$ cat config.mk
export PLATFORM = sky130hd
export DESIGN_NAME = platform_scroller
export DESIGN_NICKNAME = d
export VERILOG_FILES = /design/src/rtl/platform_scroller.sv
export SDC_FILE = /design/constraint.sdc
export NUM_CORES = 1
export LEC_CHECK = 0
export CAP_MARGIN = 20
export CORE_ASPECT_RATIO = 1.4
export CORE_MARGIN = 5
export CORE_UTILIZATION = 47
export DETAILED_ROUTE_END_ITERATION = 8
export GPL_TIMING_DRIVEN = 0
export PLACE_DENSITY = 0.84
export RECOVER_POWER = 100
export SLEW_MARGIN = 20
export SYNTH_ARGS = -nofsm -noshare
export SYNTH_HDL_FRONTEND = slang
export SYNTH_SLANG_ARGS = --single-unit
$ cat constraint.sdc
create_clock -name frame_clk -period 11.5 [get_ports frame_clk]
set_input_delay 2.875 -clock frame_clk [delete_from_list [all_inputs] [get_ports frame_clk]]
set_output_delay 2.875 -clock frame_clk [all_outputs]
set_load 0.03 [all_outputs]
$ cat src/rtl/platform_scroller.sv
// Platform field owner: builds the initial layout, scrolls platforms on request
// from the jump block, respawns fallen platforms at the top and keeps the score.
`timescale 1ns/1ps
module platform_scroller #(
    parameter int unsigned N_PLAT       = 16,
    parameter int unsigned SCROLL_SHIFT = 2,
    parameter int unsigned D_MAX        = 63,
    parameter int unsigned Y_MAX        = 479,
    parameter int unsigned Y_SPAN       = 480,
    parameter int unsigned LOAD_Y0      = 15,
    parameter int unsigned LOAD_DY      = 30,
    parameter int unsigned X_MIN        = 64,
    parameter logic [15:0] LFSR_SEED    = 16'hACE1
) (
    input  logic                         frame_clk,
    input  logic                         Reset,
    input  logic                         loadplat,
    input  logic                         refresh_en,
    input  logic [9:0]                   plat_temp_Y,
    output logic                         trigger,
    output logic                         busy,
    output logic [N_PLAT-1:0][8:0]       plat_x,
    output logic [N_PLAT-1:0][8:0]       plat_y,
    output logic [15:0]                  scroll_total
);

    typedef enum logic [1:0] {IDLE, LOAD, SCROLL, DONE} state_t;

    state_t      state;
    logic [3:0]  idx;
    logic        served;
    logic [15:0] lfsr;
    logic [5:0]  d;

    logic [9:0]  neg_m;
    logic [11:0] scaled;
    logic [5:0]  d_in;
    logic [8:0]  r;
    logic [8:0]  gen_x;
    logic [15:0] lfsr_next;
    logic [9:0]  s;
    logic [16:0] total_sum;
    logic [8:0]  load_y;
    logic        last;

    always_comb begin
        neg_m     = ~plat_temp_Y + 10'd1;
        scaled    = {2'b00, neg_m} << SCROLL_SHIFT;
        d_in      = '0;
        if (plat_temp_Y[9])
            d_in = (scaled > 12'(D_MAX)) ? 6'(D_MAX) : scaled[5:0];
        // Folding the top 64 values of r back keeps X inside 64..511
        r         = lfsr[8:0];
        gen_x     = 9'(X_MIN) + ((r >= 9'd448) ? (r - 9'd256) : r);
        lfsr_next = {1'b0, lfsr[15:1]} ^ (lfsr[0] ? 16'hB400 : 16'h0000);
        s         = {1'b0, plat_y[idx]} + {4'b0000, d};
        total_sum = {1'b0, scroll_total} + {11'b0, d};
        load_y    = 9'(LOAD_Y0) + 9'(LOAD_DY) * {5'b00000, idx};
        last      = (idx == 4'(N_PLAT - 1));
    end

    always_ff @(posedge frame_clk or posedge Reset) begin
        if (Reset) begin
            state        <= IDLE;
            idx          <= '0;
            served       <= 1'b0;
            lfsr         <= LFSR_SEED;
            d            <= '0;
            trigger      <= 1'b0;
            busy         <= 1'b0;
            plat_x       <= '0;
            plat_y       <= '0;
            scroll_total <= '0;
        end else begin
            trigger <= 1'b0;
            if (!refresh_en)
                served <= 1'b0;
            case (state)
                IDLE: begin
                    if (loadplat) begin
                        state        <= LOAD;
                        busy         <= 1'b1;
                        idx          <= '0;
                        scroll_total <= '0;
                    end else if (refresh_en && !served) begin
                        state <= SCROLL;
                        busy  <= 1'b1;
                        idx   <= '0;
                        d     <= d_in;
                    end
                end
                LOAD: begin
                    plat_y[idx] <= load_y;
                    plat_x[idx] <= gen_x;
                    lfsr        <= lfsr_next;
                    idx         <= idx + 4'd1;
                    if (last) begin
                        state <= IDLE;
                        busy  <= 1'b0;
                    end
                end
                SCROLL: begin
                    if (s > 10'(Y_MAX)) begin
                        plat_y[idx] <= 9'(s - 10'(Y_SPAN));
                        plat_x[idx] <= gen_x;
                        lfsr        <= lfsr_next;
                    end else begin
                        plat_y[idx] <= s[8:0];
                    end
                    idx <= idx + 4'd1;
                    if (last)
                        state <= DONE;
                end
                DONE: begin
                    trigger      <= 1'b1;
                    served       <= 1'b1;
                    scroll_total <= total_sum[16] ? 16'hFFFF : total_sum[15:0];
                    state        <= IDLE;
                    busy         <= 1'b0;
                end
                default: begin
                    state <= IDLE;
                    busy  <= 1'b0;
                end
            endcase
        end
    end

endmodule

Word level (Yosys, flattened, before mapping)
Cells that the tools add are included.

word-level totals
  bits in registers = 335
  bits of input ports = 14
  output and inout port bits = 306
  logic and storage cells = 118

cells by class
  $add $sub $neg = 8
  $mul = 1
  magnitude comparators = 5
  equality and inequality tests = 10
  multiplexer cells = 36
  bitwise operators = 3
  reductions and logical operators = 15

operators by type and width
  operator                 count
  $bwmux W144              4
  $pmux W144 S2            2
  $mux W144                2
  $mux W16                 4
  $pmux W16 S2             2
  $bmux W9 S4              1
  $demux W9 S4             1
  $mux W9                  3
  $sub A9 B9 Y9 const B    2
  $add A16 B6 Y17          1
  $xor A15 B16 Y16         1
  $gt A12 B6 Y1 const B    1
  $mux W6                  2
  $add A10 B1 Y10 const B  1
  $add A9 B6 Y10           1
  $gt A10 B9 Y1 const B    1
  $not A10 Y10             1
  $add A4 B9 Y9 const A    1
  $add A7 B9 Y9 const A    1
  $ge A9 B9 Y1 const B     1
  $reduce_and A3 Y1        3
  $mul A4 B4 Y8 const A    1
  $mux W2                  4
  $mux W4                  2
  21 further kinds         35

Logic depth before layout (Yosys ltp)
Gate-level depths: netlist of the first run.

  depth in word-level cells = 7
  depth in mapped cells = 20
  mapped depth without buffers = 15

Least setup slack after synthesis of the first run
No wires, ideal clock.

  path kind = flip-flop to flip-flop
  start = register idx[0]
  end = register plat_y[106] in the netlist's numbering
  setup time = 0.125 ns
  data arrival time = 4.960 ns
  required time = 11.375 ns
  path slack = 6.415 ns
  cell stages (with the launch flop) = 21
  path buffers = 5
  clock period less this slack = 5.085 ns
  path through = dfrtp_1 buf_4 buf_6 buf_2 buf_1 mux4_2 mux4_2 ha_1 inv_1 fa_1 nor2b_1 o31ai_1 nand2_1 a21oi_1 xnor2_1 ha_1 or3b_1 xnor2_1 o21ai_2 buf_6 o21ai_2

between the ends
  longest elaborated chain between the ends = 7
  elaborated cells on any way between the ends = 17
  classes of those cells = add/sub (3); mul (1); order compare (3); mux (9); reduce/logical (1)

RTL lines
  item                                                                  RTL line      RTL
  start: declaration                                                    30            logic [3:0] idx;
  start signal: assignment                                              96            idx <= idx + 4'd1;
  start signal: assignment                                              110           idx <= idx + 4'd1;
  $bmux W9 S4 (tied with other cells)                                   56            s = {1'b0, plat_y[idx]} + {4'b0000, d};
  $mux W9 (implied by the code) or $logic_and A1 B1 Y1 (tied branches)  n/a
  $add A9 B6 Y10 or $mux W9 (tied branches)                             n/a
  $sub A9 B9 Y9 or $demux W9 S4 (tied branches)                         104, 93, 108
  $bwmux W144, on equally long branches                                 104, 108
  $mux W144                                                             103           if (s > 10'(Y_MAX)) begin
  $pmux W144 S2 (*)                                                     78            case (state)
  end signal: indexed assignment                                        93            plat_y[idx] <= load_y;
  end signal: indexed assignment                                        104           plat_y[idx] <= 9'(s - 10'(Y_SPAN));
  end signal: indexed assignment                                        108           plat_y[idx] <= s[8:0];
  end: declaration                                                      23            output logic [N_PLAT-1:0][8:0] plat_y,

Mark *: on every way between the ends. The rest lies on a longest branch, timed or not. The select of a mux whose other input is x is not followed.
A chain may end at the register's enable or synchronous reset.

Final worst setup path of the first run
  start = register idx[0]
  end = register plat_y[70] in the netlist's numbering

Same word-level chain as after synthesis.

==> flow_summary.ini, run 1 <==
[hold_path]
hold_class = register to register
min_to = lfsr[11]
hold_depth = 2
min-delay-start = lfsr[11]

[clock_network]
root_buffer = clkbuf_16
clkLatencyLatePin_ps = 520
cts_buffers = 34
h-tree-depth = 2
clock-sinks = 334
cts-resized-gates = 0
cts_tree = done
post_cts_buffers = 0
cts_hold_buf = 0
clockBufferDepth = 3
cts.clk_slew.worst_paths_ps = 60

[power]
irDropWorstVdd_mv = 0.325
p_per_area_nw_per_um2 = 306
p_leak_nw = 9.67

[worst_setup_path]
r2r_end = plat_y[70]
critPathRequiredTime_ps = 11860
crit_top_cell = clkbuf_1
r2r_setup_slack_ps = 3020
critPathBufInv = 6
path_class = register to register
r2r_cells = 20
slowest_stage = clkbuf_1
path_cells = clkbuf_1 -> clkbuf_1 -> clkbuf_1 -> clkbuf_1 -> mux4_2 -> mux4_2 -> ha_1 -> inv_1 -> fa_1 -> nor2b_1 -> o31ai_1 -> nand2_1 -> a21oi_1 -> xnor2_1 -> ha_1 -> or3b_1 -> xnor2_1 -> o21ai_0 -> clkbuf_1 -> o21ai_0
endpoint_kind = register
critPathTopFamily = buffers and inverters
r2r-start = idx[0]
cp-start-kind = register
cp.arrival_ps = 8850
cpPeakStageDelay_ps = 860
cp_max_fo = 10

[sta]
relSlewSlack_pct = -23.3
worst_slew_pin_slew_ps = 1850
finalSetupViolCount = 0
clock.fmax_mhz = 118
slew_violations = 132
fin_crit_ps = 8480
period_share_pct = 73.8
setup-tns-final_ps = 0
hold_viol = 0
fin_worst_skew_ps = 21.2
rsz0062_at_grt = no

[global_route]
grt-ovfl-total = 0
grt_max_degree = 36
grt_pass1_wl_microns = 75500
antenna_found_initial = 0
grt_pass1_vias = 12526
globalRouteTotalUtil_pct = 26.2

[routing]
wl_microns = 49600
wl_per_cell_microns = 23.1
ant_nets = 0
avgViaCountPerCell = 5.66
drt_iter0_markers = 809
dr.pass1.iters = 8
drc = 0
vias = 12149

[yosys]
synth_common_cells = dfrtp_1 (326), nand2_1 (236), o21ai_0 (165), mux2_4 (112), clkbuf_1 (54)
async_reset_ff_share_pct = 100
syn_inst = 1309
synth_seq_area_share_pct = 52.6
synth_most_common_cell = dfrtp_1
synth_edf_count = 0
synthTopCellsByArea = dfrtp_1 (51%), mux2_4 (11%), mux4_2 (6.0%)
synth_ff_type = dfrtp_1
synth_nets = 1366
synth_top_area_share_pct = 51.3
syn_area_per_cell_sq_um = 12.1
synth_cell_types = 69
ys_ff_latch = 334
yosysWarnings = 0
syn_area_sq_um = 15900
synth_largest_area_cell = dfrtp_1

[final_layout]
multiInputGateArea_sq_um = 6300
antenna-diode-count = 0
instances_no_fill = 2145
synthToLayoutAreaGrowth_pct = 26.7
seq_area_sq_um = 8370
layout-drive-gt1-share_pct = 9.94
final_area_sq_um = 20100
fill_cells = 2675
layout.nets = 1732

[floorplan]
io_pins = 320
fp.dieH_microns = 228
die_w_microns = 165
initial_core_util_pct = 47.7
rows = 79
core_sq_um = 33300
die_area_sq_um = 37600

[placed_design]
port_buffers = 319
hpwlAfterDp_microns = 37100
gp_congestion = 0.888
place_area_sq_um = 19900
post-place-cells = 2084

[flow_run]
max-cap-violations = 6

[run_status]
violations = max-capacitance violations, max-slew violations
status = complete, but fails checks
power breakdown:
part,total [W],switching [W],internal [W]
Sequential,0.00178,0.000270,0.00151
Combinational,0.00324,0.00214,0.00111
Clock,0.00113,0.000466,0.000666
Total,0.00615,0.00287,0.00328
worst register-to-register path, stage by stage (launching register included):
cell and delay [ps]:
dfrtp_1 400, clkbuf_1 520, clkbuf_1 630, clkbuf_1 800, clkbuf_1 870, mux4_2 690
mux4_2 530, ha_1 240, inv_1 80, fa_1 200, nor2b_1 90, o31ai_1 440
nand2_1 100, a21oi_1 320, xnor2_1 200, ha_1 180, or3b_1 360, xnor2_1 130
o21ai_0 850, clkbuf_1 510, o21ai_0 200
metal layers:
metal	wire length (microns)	share of wire [%]	vias up	track usage, %
met4	2720	5.5	0	11.8
met1	17300	35	6100	30.2
li1	-	-	5336	-
met5	0	0	-	0
met3	3800	7.7	136	5.92
met2	25700	52	577	46.2
through the flow:
stage | util (%) | worst slack [ps] | hold slack, ps | power (W)
after floorplan | - | 4170 | 435 | 0.00394
after global placement | 59.0 | 2090 | 443 | 0.00516
after detailed placement | 59.6 | 5060 | 466 | 0.00527
after CTS | 63.1 | 5020 | 474 | 0.00644
after global routing | 60.5 | 2560 | 486 | 0.00646
final | 60.5 | 3020 | 474 | 0.00615
final cells by class:
cell class,count,share of cell area [%]
Buffer,84,1.62
Tap cell,445,2.77
Sequential cell,334,41.6
Clock buffer,51,5.10
Timing Repair Buffer,330,16.4
Clock inverter,10,0.584
Inverter,36,0.690
Multi-Input combinational cell,855,31.3
cells by family after synthesis:
logic type                 Yosys count  synth area share [%]
AOI/OAI and AO/OA                  265                  9.71
xor gates and xnor gates            21                  1.25
adders and majority gates           43                  3.67
muxes                              181                  18.5
DFF                                334                  52.6
and+or+nand+nor                    345                  10.1
buffers and inverters              120                  4.20
how the worst max path moves through the flow:
stage | from | end | cells after the start
4_1_cts | idx[0] | plat_x[73] | 16
6_report | idx[0] | plat_y[70] | 20
5_1_grt | idx[0] | plat_y[115] | 20
2_1_floorplan | Reset | busy | 1
3_5_place_dp | idx[0] | plat_y[70] | 20
3_3_place_gp | Reset | plat_x[30] | 2
registers in the layout, summed over array words and instances (netlist names):
| name | cells |
|---|---|
| trigger | 1 |
| busy | 1 |
| idx | 4 |
| plat_y | 144 |
| served | 1 |
| plat_x | 144 |
| state | 2 |
| scroll_total | 16 |
| d | 5 |
| lfsr | 16 |
cells in the final DEF, fill, tap and decap left out, types with 9 or more instances in the layout:
cell type / n
ha_1: 37
xnor2_1: 12
dfrtp_1: 326
clkbuf_16: 35
inv_1: 34
nand2_1: 236
a21oi_1: 30
mux2_2: 34
and3_1: 11
nor2_1: 30
mux2i_1: 9
nand3_1: 31
mux2_4: 14
mux2_1: 81
mux4_2: 42
dlygate4sd3_1: 310
clkbuf_8: 9
nor3_1: 11
o21ai_0: 177
clkdlybuf4s50_1: 9
clkbuf_1: 91
Note: power is estimated with default switching activity, not from simulation.
==> run 2, diff against run 1 <==
- CORE_UTILIZATION: 47 -> 50
- PLACE_DENSITY: 0.84 -> 0.85
- clock period: 11.5 -> 8.85 ns (I/O delays scaled with it)
==> run 2 against run 1 <==
The run still ends with max-capacitance violations, max-slew violations left. First-iteration DRC count decreased by 2.5%. Sequential share of layout area decreased by 0.60 points. Final cell count decreased by 2.3%. Sequential power increased by 30%. Via count increased by 0.50%. Register-to-register slack got worse by 1600 ps. Clock skew increased by 9.8 ps. Critical endpoint is now plat_y[60]. Critical path type unchanged. Non-clock buffer count decreased by 1.
==> flow_summary.ini, run 2 (synthesis results as in run 1) <==
[run_status]
status = complete, but fails checks
violations = max-capacitance violations, max-slew violations

[final_layout]
layout.nets = 1732
antenna-diode-count = 0
fill_cells = 2412
final_area_sq_um = 20400
largest_registers = plat_x (144), plat_y (144)
layout-drive-gt1-share_pct = 10.6
synthToLayoutAreaGrowth_pct = 28.6
final_common_cell = dfrtp_1
layout_common_cells = dfrtp_1 (326), dlygate4sd3_1 (310), nand2_1 (236), o21ai_0 (177), mux2_1 (98)

[global_route]
gr-max-usage-layer = met2
grt-ovfl-total = 0
grt_util_met2_pct = 47.8
grt_pass1_vias = 12971
grt_pass1_wl_microns = 77700
globalRouteTotalUtil_pct = 27.8
grt_max_degree = 37
met3_usage_pct = 6.35
antenna_found_initial = 0
grtUsageMet1_pct = 31.5

[routing]
wl_per_cell_microns = 23.7
ant_nets = 0
wl_microns = 49700
drc = 0
avgViaCountPerCell = 5.83
drt_iter0_markers = 789
dr.pass1.iters = 5
vias = 12210

[clock_network]
cts-resized-gates = 0
cts_buffers = 35
h-tree-depth = 2
cts_hold_buf = 0
post_cts_buffers = 0
clkLatencyLatePin_ps = 540
clockBufferDepth = 3
cts.clk_slew.worst_paths_ps = 60
cts_tree = done
clock-sinks = 334
root_buffer = clkbuf_16

[worst_setup_path]
cp_max_fo = 10
cp.arrival_ps = 7840
critPathRequiredTime_ps = 9220
path_class = register to register
endpoint_kind = register
cp-start-kind = register

[sta]
period_share_pct = 84.4
rsz0062_at_grt = no
hold_viol = 0
relSlewSlack_pct = -32.9
setup-tns-final_ps = 0
slew_violations = 129
fin_worst_skew_ps = 31.0
clock.fmax_mhz = 134
finalSetupViolCount = 0
fin_crit_ps = 7470
worst_slew_pin_slew_ps = 1990

[floorplan]
initial_core_util_pct = 50.5
die_w_microns = 161
io_pins = 320
rows = 77
core_sq_um = 31500
fp.dieH_microns = 221
die_area_sq_um = 35500

[power]
p_per_area_nw_per_um2 = 400
p_leak_nw = 9.92
irDropWorstVdd_mv = 0.348

[hold_path]
hold_class = register to register

[placed_design]
place_area_sq_um = 19800
gp_congestion = 0.915
port_buffers = 319
hpwlAfterDp_microns = 36400

[flow_run]
max-cap-violations = 4
run 2: worst paths after layout:
path / start / slack, ps / cells after the start / to
min in group asynchronous: Reset / 2260 / 2 / trigger
max reg2reg: idx[0] / 1380 / 19 / plat_y[60]
min: lfsr[11] / 460 / 2 / lfsr[11]
max in group asynchronous: Reset / 3030 / 4 / plat_y[7]
max: idx[0] / 1380 / 19 / plat_y[60]
min reg2reg: lfsr[11] / 460 / 2 / lfsr[11]
run 2: worst max-delay path, cell delays in order, from the launching register on:
cell,delay [ps]
dfrtp_1,400
clkbuf_1,560
buf_6,260
clkbuf_1,800
clkbuf_1,840
mux4_2,680
mux4_2,530
ha_1,230
inv_1,70
fa_1,180
nor2b_1,70
o31ai_1,480
nand2_1,110
a21oi_1,300
xnor2_1,190
ha_1,260
o221a_2,290
a21oi_1,530
clkbuf_2,360
o21ai_0,130
run 2: routing by layer:
metal | part of all wire (%) | up-vias
li1 | - | 5329
met1 | 34 | 6061
met2 | 51 | 648
met3 | 7.6 | 172
met4 | 6.9 | 0
met5 | 0 | -
run 2: area by class of cell:
| class | count | area, sq um | area share (%) |
|---|---|---|---|
| Multi-Input combinational cell | 855 | 6400 | 31.3 |
| Clock inverter | 18 | 230 | 1.13 |
| Timing Repair Buffer | 329 | 3310 | 16.2 |
| Sequential cell | 334 | 8370 | 41.0 |
| Inverter | 36 | 136 | 0.667 |
| Tap cell | 395 | 494 | 2.42 |
| Clock buffer | 45 | 985 | 4.82 |
| Buffer | 84 | 510 | 2.50 |
run 2: report_power, final:
group | internal [W] | total, W | switching (W)
registers | 0.00196 | 0.00231 | 0.000351
clock network | 0.000915 | 0.00155 | 0.000640
logic | 0.00148 | 0.00430 | 0.00282
run 2: stage by stage:
| step | total power (W) | hold WS (ps) | worst slack, ps | utilization [%] | std cells |
|---|---|---|---|---|---|
| after CTS | 0.00845 | 466 | 2430 | 66.7 | 2096 |
| after global routing | 0.00857 | 482 | 1090 | 64.9 | 2096 |
| after global placement | 0.00668 | 450 | 147 | 62.2 | 2023 |
| final | 0.00817 | 463 | 1380 | 64.9 | 2096 |
| after detailed placement | 0.00683 | 449 | 2480 | 62.8 | 2033 |
| after floorplan | 0.00512 | 435 | 2180 | - | 1309 |
==> run 3, diff against run 2 <==
- clock period: 8.85 -> 7.4 ns (I/O delays scaled with it)
==> run 3 against run 2 <==
The flow still finishes with violations (max-capacitance violations, max-slew violations). Via count shrank 0.24%. Total power increased by 20%. Sequential share of layout area up 0.055 points. Worst hold slack hardly changed. Die area is the same. Cell area down 0.13%. Largest cell class unchanged. Largest power group unchanged. Highest routed layer unchanged.
==> flow_summary.ini, run 3 (synthesis results as in run 1) <==
[run_status]
status = complete, but fails checks
violations = max-capacitance violations, max-slew violations

[global_route]
globalRouteTotalUtil_pct = 27.8
grt_pass1_wl_microns = 77700
grt_pass1_vias = 12971
antenna_found_initial = 0
grt_max_degree = 37
grt-ovfl-total = 0

[floorplan]
die_area_sq_um = 35500
initial_core_util_pct = 50.5
die_w_microns = 161
rows = 77
fp.dieH_microns = 221
io_pins = 320
core_sq_um = 31500

[power]
finalPower_w = 0.00976
p_int_w = 0.00520
p_switching_w = 0.00456
swShare_pct = 46.7
irDropWorstVdd_mv = 0.414
pwr-share-clk_pct = 19.1
p_seq_share_pct = 28.3
p_per_area_nw_per_um2 = 478
p_leak_nw = 9.91
combPwrFrac_pct = 52.6

[placed_design]
gp_congestion = 0.915
hpwlAfterDp_microns = 36400
port_buffers = 319

[worst_setup_path]
critPathTopFamily = buffers and inverters
critPathBufInv = 6
cp_max_fo = 10
path_cells = buf_4 -> buf_6 -> buf_2 -> clkbuf_1 -> mux4_2 -> mux4_2 -> ha_1 -> inv_1 -> fa_1 -> nor2b_1 -> o31ai_1 -> nand2_1 -> a21oi_1 -> xnor2_1 -> ha_1 -> o221a_2 -> a21oi_1 -> clkbuf_1 -> o21ai_0
endpoint_kind = register
cp-start-kind = register
path_class = register to register
slowest_stage = clkbuf_1
cp.arrival_ps = 7160
critPathRequiredTime_ps = 7770
cpPeakStageDelay_ps = 830

[sta]
relSlewSlack_pct = -30.7
slew_violations = 130
worst_slew_pin_slew_ps = 1960
clock.fmax_mhz = 147
rsz0062_at_grt = no
finalSetupViolCount = 0
period_share_pct = 91.8
fin_crit_ps = 6790
hold_viol = 0
fin_worst_skew_ps = 30.4

[clock_network]
clockBufferDepth = 3
cts_buffers = 35
cts-resized-gates = 0
cts.clk_slew.worst_paths_ps = 60
post_cts_buffers = 0
h-tree-depth = 2
cts_tree = done
clock-sinks = 334
root_buffer = clkbuf_16
clkLatencyLatePin_ps = 540
cts_hold_buf = 0

[routing]
drt_iter0_markers = 752
avgViaCountPerCell = 5.81
dr.pass1.iters = 5
ant_nets = 0
vias = 12181
wl_microns = 49900
wl_per_cell_microns = 23.8
drc = 0

[final_layout]
layout-drive-gt1-share_pct = 10.6
final_common_cell = dfrtp_1
antenna-diode-count = 0
synthToLayoutAreaGrowth_pct = 28.4
final_util_pct = 64.8
multiInputGateArea_sq_um = 6390
layout.nets = 1732
seq_area_sq_um = 8370
largest_registers = plat_x (144), plat_y (144)
fill_cells = 2411
layout_common_cells = dfrtp_1 (326), dlygate4sd3_1 (310), nand2_1 (236), o21ai_0 (177), mux2_1 (97)

[hold_path]
hold_class = register to register

[flow_run]
max-cap-violations = 4
-- run 3: layout make-up --
cell class | count | share of cell area (%)
inverter | 36 | 0.668
multi-input combinational | 855 | 31.3
clock buffer | 45 | 4.83
tap | 395 | 2.42
timing repair buffer | 329 | 16.2
buffer | 84 | 2.45
clock inverter | 18 | 1.13
sequential | 334 | 41.0
-- run 3: worst register-to-register path, cell delays in order, from the launching register on --
cell and delay, ps:
dfrtp_1 410, buf_4 240, buf_6 200, buf_2 410
clkbuf_1 840, mux4_2 700, mux4_2 530, ha_1 230
inv_1 70, fa_1 180, nor2b_1 70, o31ai_1 450
nand2_1 120, a21oi_1 300, xnor2_1 190, ha_1 260
o221a_2 290, a21oi_1 520, clkbuf_1 460, o21ai_0 180
-- run 3: metal layers --
metal / wire length [microns] / global-route usage [%] / share of wire (%)
met4: 3610 / 16.7 / 7.2
met3: 3740 / 6.35 / 7.5
met5: 0 / 0 / 0
met1: 17300 / 31.5 / 35
met2: 25200 / 47.8 / 51
-- run 3: power by group through the flow --
stage / clock network [W] / registers (W) / logic [W]
4_1_cts: 0.00188 / 0.00278 / 0.00545
3_3_place_gp: 0 / 0.00276 / 0.00523
5_1_grt: 0.00196 / 0.00282 / 0.00545
3_5_place_dp: 0 / 0.00279 / 0.00538
2_1_floorplan: 0 / 0.00352 / 0.00260
6_report: 0.00186 / 0.00277 / 0.00514
-- run 3: through the flow --
step | hold slack, ps | setup TNS [ps] | setup slack [ps] | instance area (sq um) | std cells
after floorplan | 435 | 0 | 1090 | 15900 | 1309
after global placement | 450 | -297670 | -941 | 19600 | 2023
after detailed placement | 449 | 0 | 1030 | 19800 | 2033
after CTS | 466 | 0 | 978 | 21000 | 2096
after global routing | 482 | 0 | 355 | 20400 | 2096
final | 463 | 0 | 608 | 20400 | 2096
-- run 3: path summary, 6_finish.rpt --
kind,slack (ps),from,cells after the start,end
setup reg to reg,610,idx[0],19,plat_y[60]
min in group asynchronous,1900,Reset,2,plat_x[109]
hold / removal,460,lfsr[11],2,lfsr[11]
hold reg to reg,460,lfsr[11],2,lfsr[11]
setup / recovery,610,idx[0],19,plat_y[60]
max in group asynchronous,1430,Reset,6,lfsr[13]
==> variant 1, RTL diff (settings of run 3) <==
Put one more register stage on the output `scroll_total`, without a reset. The value now appears one clock later. The other outputs are not delayed to match.
--- a/src/rtl/platform_scroller.sv
+++ b/src/rtl/platform_scroller.sv
@@ -26,4 +26,6 @@
 
     typedef enum logic [1:0] {IDLE, LOAD, SCROLL, DONE} state_t;
+
+    logic [15:0] scroll_total_s0;
 
     state_t      state;
@@ -55,5 +57,5 @@
         lfsr_next = {1'b0, lfsr[15:1]} ^ (lfsr[0] ? 16'hB400 : 16'h0000);
         s         = {1'b0, plat_y[idx]} + {4'b0000, d};
-        total_sum = {1'b0, scroll_total} + {11'b0, d};
+        total_sum = {1'b0, scroll_total_s0} + {11'b0, d};
         load_y    = 9'(LOAD_Y0) + 9'(LOAD_DY) * {5'b00000, idx};
         last      = (idx == 4'(N_PLAT - 1));
@@ -71,5 +73,5 @@
             plat_x       <= '0;
             plat_y       <= '0;
-            scroll_total <= '0;
+            scroll_total_s0 <= '0;
         end else begin
             trigger <= 1'b0;
@@ -82,5 +84,5 @@
                         busy         <= 1'b1;
                         idx          <= '0;
-                        scroll_total <= '0;
+                        scroll_total_s0 <= '0;
                     end else if (refresh_en && !served) begin
                         state <= SCROLL;
@@ -115,5 +117,5 @@
                     trigger      <= 1'b1;
                     served       <= 1'b1;
-                    scroll_total <= total_sum[16] ? 16'hFFFF : total_sum[15:0];
+                    scroll_total_s0 <= total_sum[16] ? 16'hFFFF : total_sum[15:0];
                     state        <= IDLE;
                     busy         <= 1'b0;
@@ -127,4 +129,8 @@
     end
 
+    always_ff @(posedge frame_clk) begin
+        scroll_total <= scroll_total_s0;
+    end
+
 endmodule
 
Behaviour: no difference found for any inputs over 4 cycles, from zero or initial values and one cycle with Reset high; that may be too few to reach the edited logic, so the function may still have changed.
==> variant 1 against run 3 <==
The flow still finishes with violations (max-capacitance violations, max-slew violations); sequential power down 3%; maximum frequency down 3.6%; first-iteration DRC count grew 4.5%; worst setup slack worse by 0.25 ns; largest power group unchanged; global-route usage rose by 0.46 points; synthesized area shrank 1.1%; power shrank 8.2%; routed wire length increased by 0.16%; final area rose by 1.1%; synthesized cell count grew 0.84%; sequential cell count increased by 16; sequential share of layout area grew 1.1 points; final cell count up 0.29%; highest routed layer unchanged.
==> variant 1: results (changes against run 3) <==
| Metric | Value |
|---|---|
| Synth area leaders | dfrtp_1, mux2_2, mux4_2 |
| Worst slew pin tran | 1.94 ns (-0.0225 ns) |
| Pre-CTS WS | 0.416 ns (-0.618 ns) |
| Failing checks | max-capacitance violations, max-slew violations |
| Nets | 1744 (+0.69%) |
| Startpoint of the worst hold path | scroll_total_s0[5] |
| Status | complete, but fails checks |
| Peak supply drop | 214 uV (-48%) |
| Asr flop ratio synth | 95.4% (-4.6 points) |
| Hpwl dp | 37600 um (+3.4%) |
| # Max-Cap Violations | 5 (+1) |
| Reg2Reg Depth | 16 (-3) |
| 1st-iter DRT viols | 786 (+4.5%) |
| Slowest-stage cell, CP | nor2_1 |
| Fill count | 2156 (-11%) |
| Synth cell count leaders | dfrtp_1, nand2_1, o21ai_0 |
| First-pass GRT wire length | 77400 um (-0.45%) |
| Vias in the first global route | 13200 (+1.7%) |
| Final Wtd Congestion | 0.948 (+3.6%) |
| Hold Path End | scroll_total[5] |
| Hold depth | 0 (-2) |
| Final Max Slew Viols | 170 (+31%) |
| Mapped Nets | 1377 (+0.81%) |
| Max incr delay on CP | 0.80 ns (-0.03 ns) |
| Share of cells above drive strength 1 | 15.3% (+4.7 points) |
| GRT Total Usage | 28.3% (+0.46 points) |
[variant 1: changes by cell type after synthesis, moves of 10 or more]
| cell | change |
|---|---|
| o21ai_0 | -22 |
| o31ai_1 | +42 |
| mux2_4 | -112 |
| mux2_2 | +124 |
| nor2_2 | +14 |
| nand2_1 | -38 |
| buf_12 | -10 |
| mux2i_1 | +12 |
| o21ai_2 | -11 |
| dfxtp_1 | +16 |
[variant 1: how the worst max path moves through the flow]
stage | from | endpoint | slack, ns | cells after the start
after floorplan | Reset | busy | 1.09 | 1
after global placement | Reset | plat_x[95] | -0.96 | 2
after detailed placement | idx[0] | plat_y[78] | 0.42 | 18
after CTS | idx[0] | plat_y[78] | 0.40 | 18
after global routing | idx[0] | plat_x[12] | 0.12 | 16
final | idx[0] | plat_x[11] | 0.36 | 16
[variant 1: report_power, final]
part           switching [mW]  internal (mW)  total [mW]
Clock                   0.769           1.13        1.90
Sequential              0.386           2.30        2.68
Combinational            2.84           1.53        4.37
Total                    4.00           4.96        8.96
[variant 1: metrics by stage]
step	hold slack, ns	instances	utilization [%]
global route	0.428	2102	66.8
CTS	0.417	2102	67.5
detailed placement	0.396	2040	63.5
floorplan	0.373	1320	-
global placement	0.384	2029	62.8
finish	0.409	2102	66.8
[variant 1: cell type report]
| cell class | count | area, um^2 | share of cell area [%] |
|---|---|---|---|
| multi-input combinational | 850 | 6510 | 31.6 |
| clock inverter | 14 | 210 | 1.02 |
| sequential | 350 | 8690 | 42.1 |
| buffer | 75 | 297 | 1.44 |
| tap | 390 | 488 | 2.36 |
| timing repair buffer | 330 | 3270 | 15.8 |
| inverter | 45 | 170 | 0.825 |
| clock buffer | 48 | 1000 | 4.87 |
[variant 1: per-layer routing]
layer / wire length, um / GRT usage, %
met2: 25600 / 50.3
met3: 4580 / 8.91
met4: 2640 / 13.5
met1: 17100 / 30.8
met5: 0 / 0
[variant 1: cells by family (layout without fill, tap and decap cells)]
family | after synthesis | in the layout | share of synthesized area [%]
flops | 350 | 350 | 55.3
simple gates | 314 | 314 | 8.77
compound gates | 271 | 271 | 10.6
mux | 206 | 206 | 17.7
buf+inv | 120 | 512 | 3.02
fa+ha+maj | 43 | 43 | 3.71
xor+xnor | 16 | 16 | 0.892
==> variant 2, RTL diff (settings of run 3) <==
Without the edit above. Change the parameter `Y_MAX` from 479 to 239.
--- a/src/rtl/platform_scroller.sv
+++ b/src/rtl/platform_scroller.sv
@@ -6,5 +6,5 @@
     parameter int unsigned SCROLL_SHIFT = 2,
     parameter int unsigned D_MAX        = 63,
-    parameter int unsigned Y_MAX        = 479,
+    parameter int unsigned Y_MAX        = 239,
     parameter int unsigned Y_SPAN       = 480,
     parameter int unsigned LOAD_Y0      = 15,
Behaviour: no difference found for any inputs over 4 cycles, from zero or initial values and one cycle with Reset high; that may be too few to reach the edited logic, so the function may still have changed.
==> variant 2 against run 3 <==
The flow still finishes with violations (max-capacitance violations, max-slew violations); sequential cell count did not move; worst setup slack lost 0.039 ns; synthesized area down 0.34%; sequential share of layout area increased by 0.093 points; critical path depth decreased by 3; power is 13% lower; routed wire length shrank 3.9%; core utilization grew 0.051 points; first-iteration DRC count grew 26%; global-route usage down 1.0 points; final area is 0.23% lower; largest cell class unchanged.
==> variant 2: results (changes against run 3) <==
| Metric | Value |
|---|---|
| Mapped Nets | 1360 (-0.44%) |
| CP Data Arrival Time | 7.24 ns (+0.08 ns) |
| Inverter count | 39 (+8.3%) |
| Final Cell Area | 0.0204 mm^2 (-0.23%) |
| Failing checks | max-capacitance violations, max-slew violations |
| Core area | 0.0314 mm^2 (-0.31%) |
| Clk tree area frac | 5.22% (-0.74 points) |
| Drt pass-1 iters | 6 (+1) |
| Vias in the first global route | 13000 (+0.24%) |
| Hold Path End | busy |
| First-pass GRT wire length | 74600 um (-4.0%) |
| Data buffer area share | 18.2% (-0.41 points) |
| Synth area leaders | dfrtp_1, mux2_4, mux4_2 |
| Status | complete, but fails checks |
| Nets | 1725 (-0.40%) |
| Synth cell count leaders | dfrtp_1, nand2_1, o21ai_0 |
| Xor/xnor share of the synthesized area | 1.36% (+0.11 points) |
| Worst r2r dst | plat_x[54] |
| Clock group share of total power | 19.5% (+0.4 points) |
| Reg2Reg Depth | 16 (-3) |
| Non-Clock Buffer Count | 425 (+2.9%) |
| Final Max Slew Viols | 246 (+89%) |
| Sw frac | 45.3% (-1.4 points) |
| # Max-Cap Violations | 7 (+3) |
| Max incr delay on CP | 0.65 ns (-0.18 ns) |
| Vias | 12300 (+0.70%) |
| Register area share after synthesis | 52.8% (+0.18 points) |
| Hpwl dp | 35800 um (-1.6%) |
[variant 2: cell types whose count changed in the layout (fill, tap and decap cells not counted), moves of 8 or more]
cell	change
nand2_1	-52
o31ai_1	+26
o21ai_0	-22
clkbuf_1	+17
mux2_2	-17
mux2_1	+15
mux2_4	+14
buf_12	-12
mux2i_1	+12
or2_0	+11
a21oi_1	-10
and3_1	-8
o21ai_1	+8
[variant 2: worst register-to-register path, cell delays in order (launching register included)]
cell      delay, ns
dfrtp_1        0.48
clkbuf_1       0.45
buf_2          0.43
clkbuf_1       0.61
mux4_2         0.45
mux4_2         0.50
ha_1           0.34
and2_0         0.19
a221o_1        0.38
or3_1          0.40
a311oi_1       0.31
a221oi_1       0.17
o31ai_1        0.65
clkbuf_1       0.49
or2_0          0.21
clkbuf_2       0.30
mux2_1         0.37
[variant 2: metal layers]
metal	track usage, %	wire length, um	share of wire (%)
met1	31.1	17200	36
met2	47.5	24800	52
met3	6.09	3610	7.5
met4	12.5	2360	4.9
met5	0	0	0
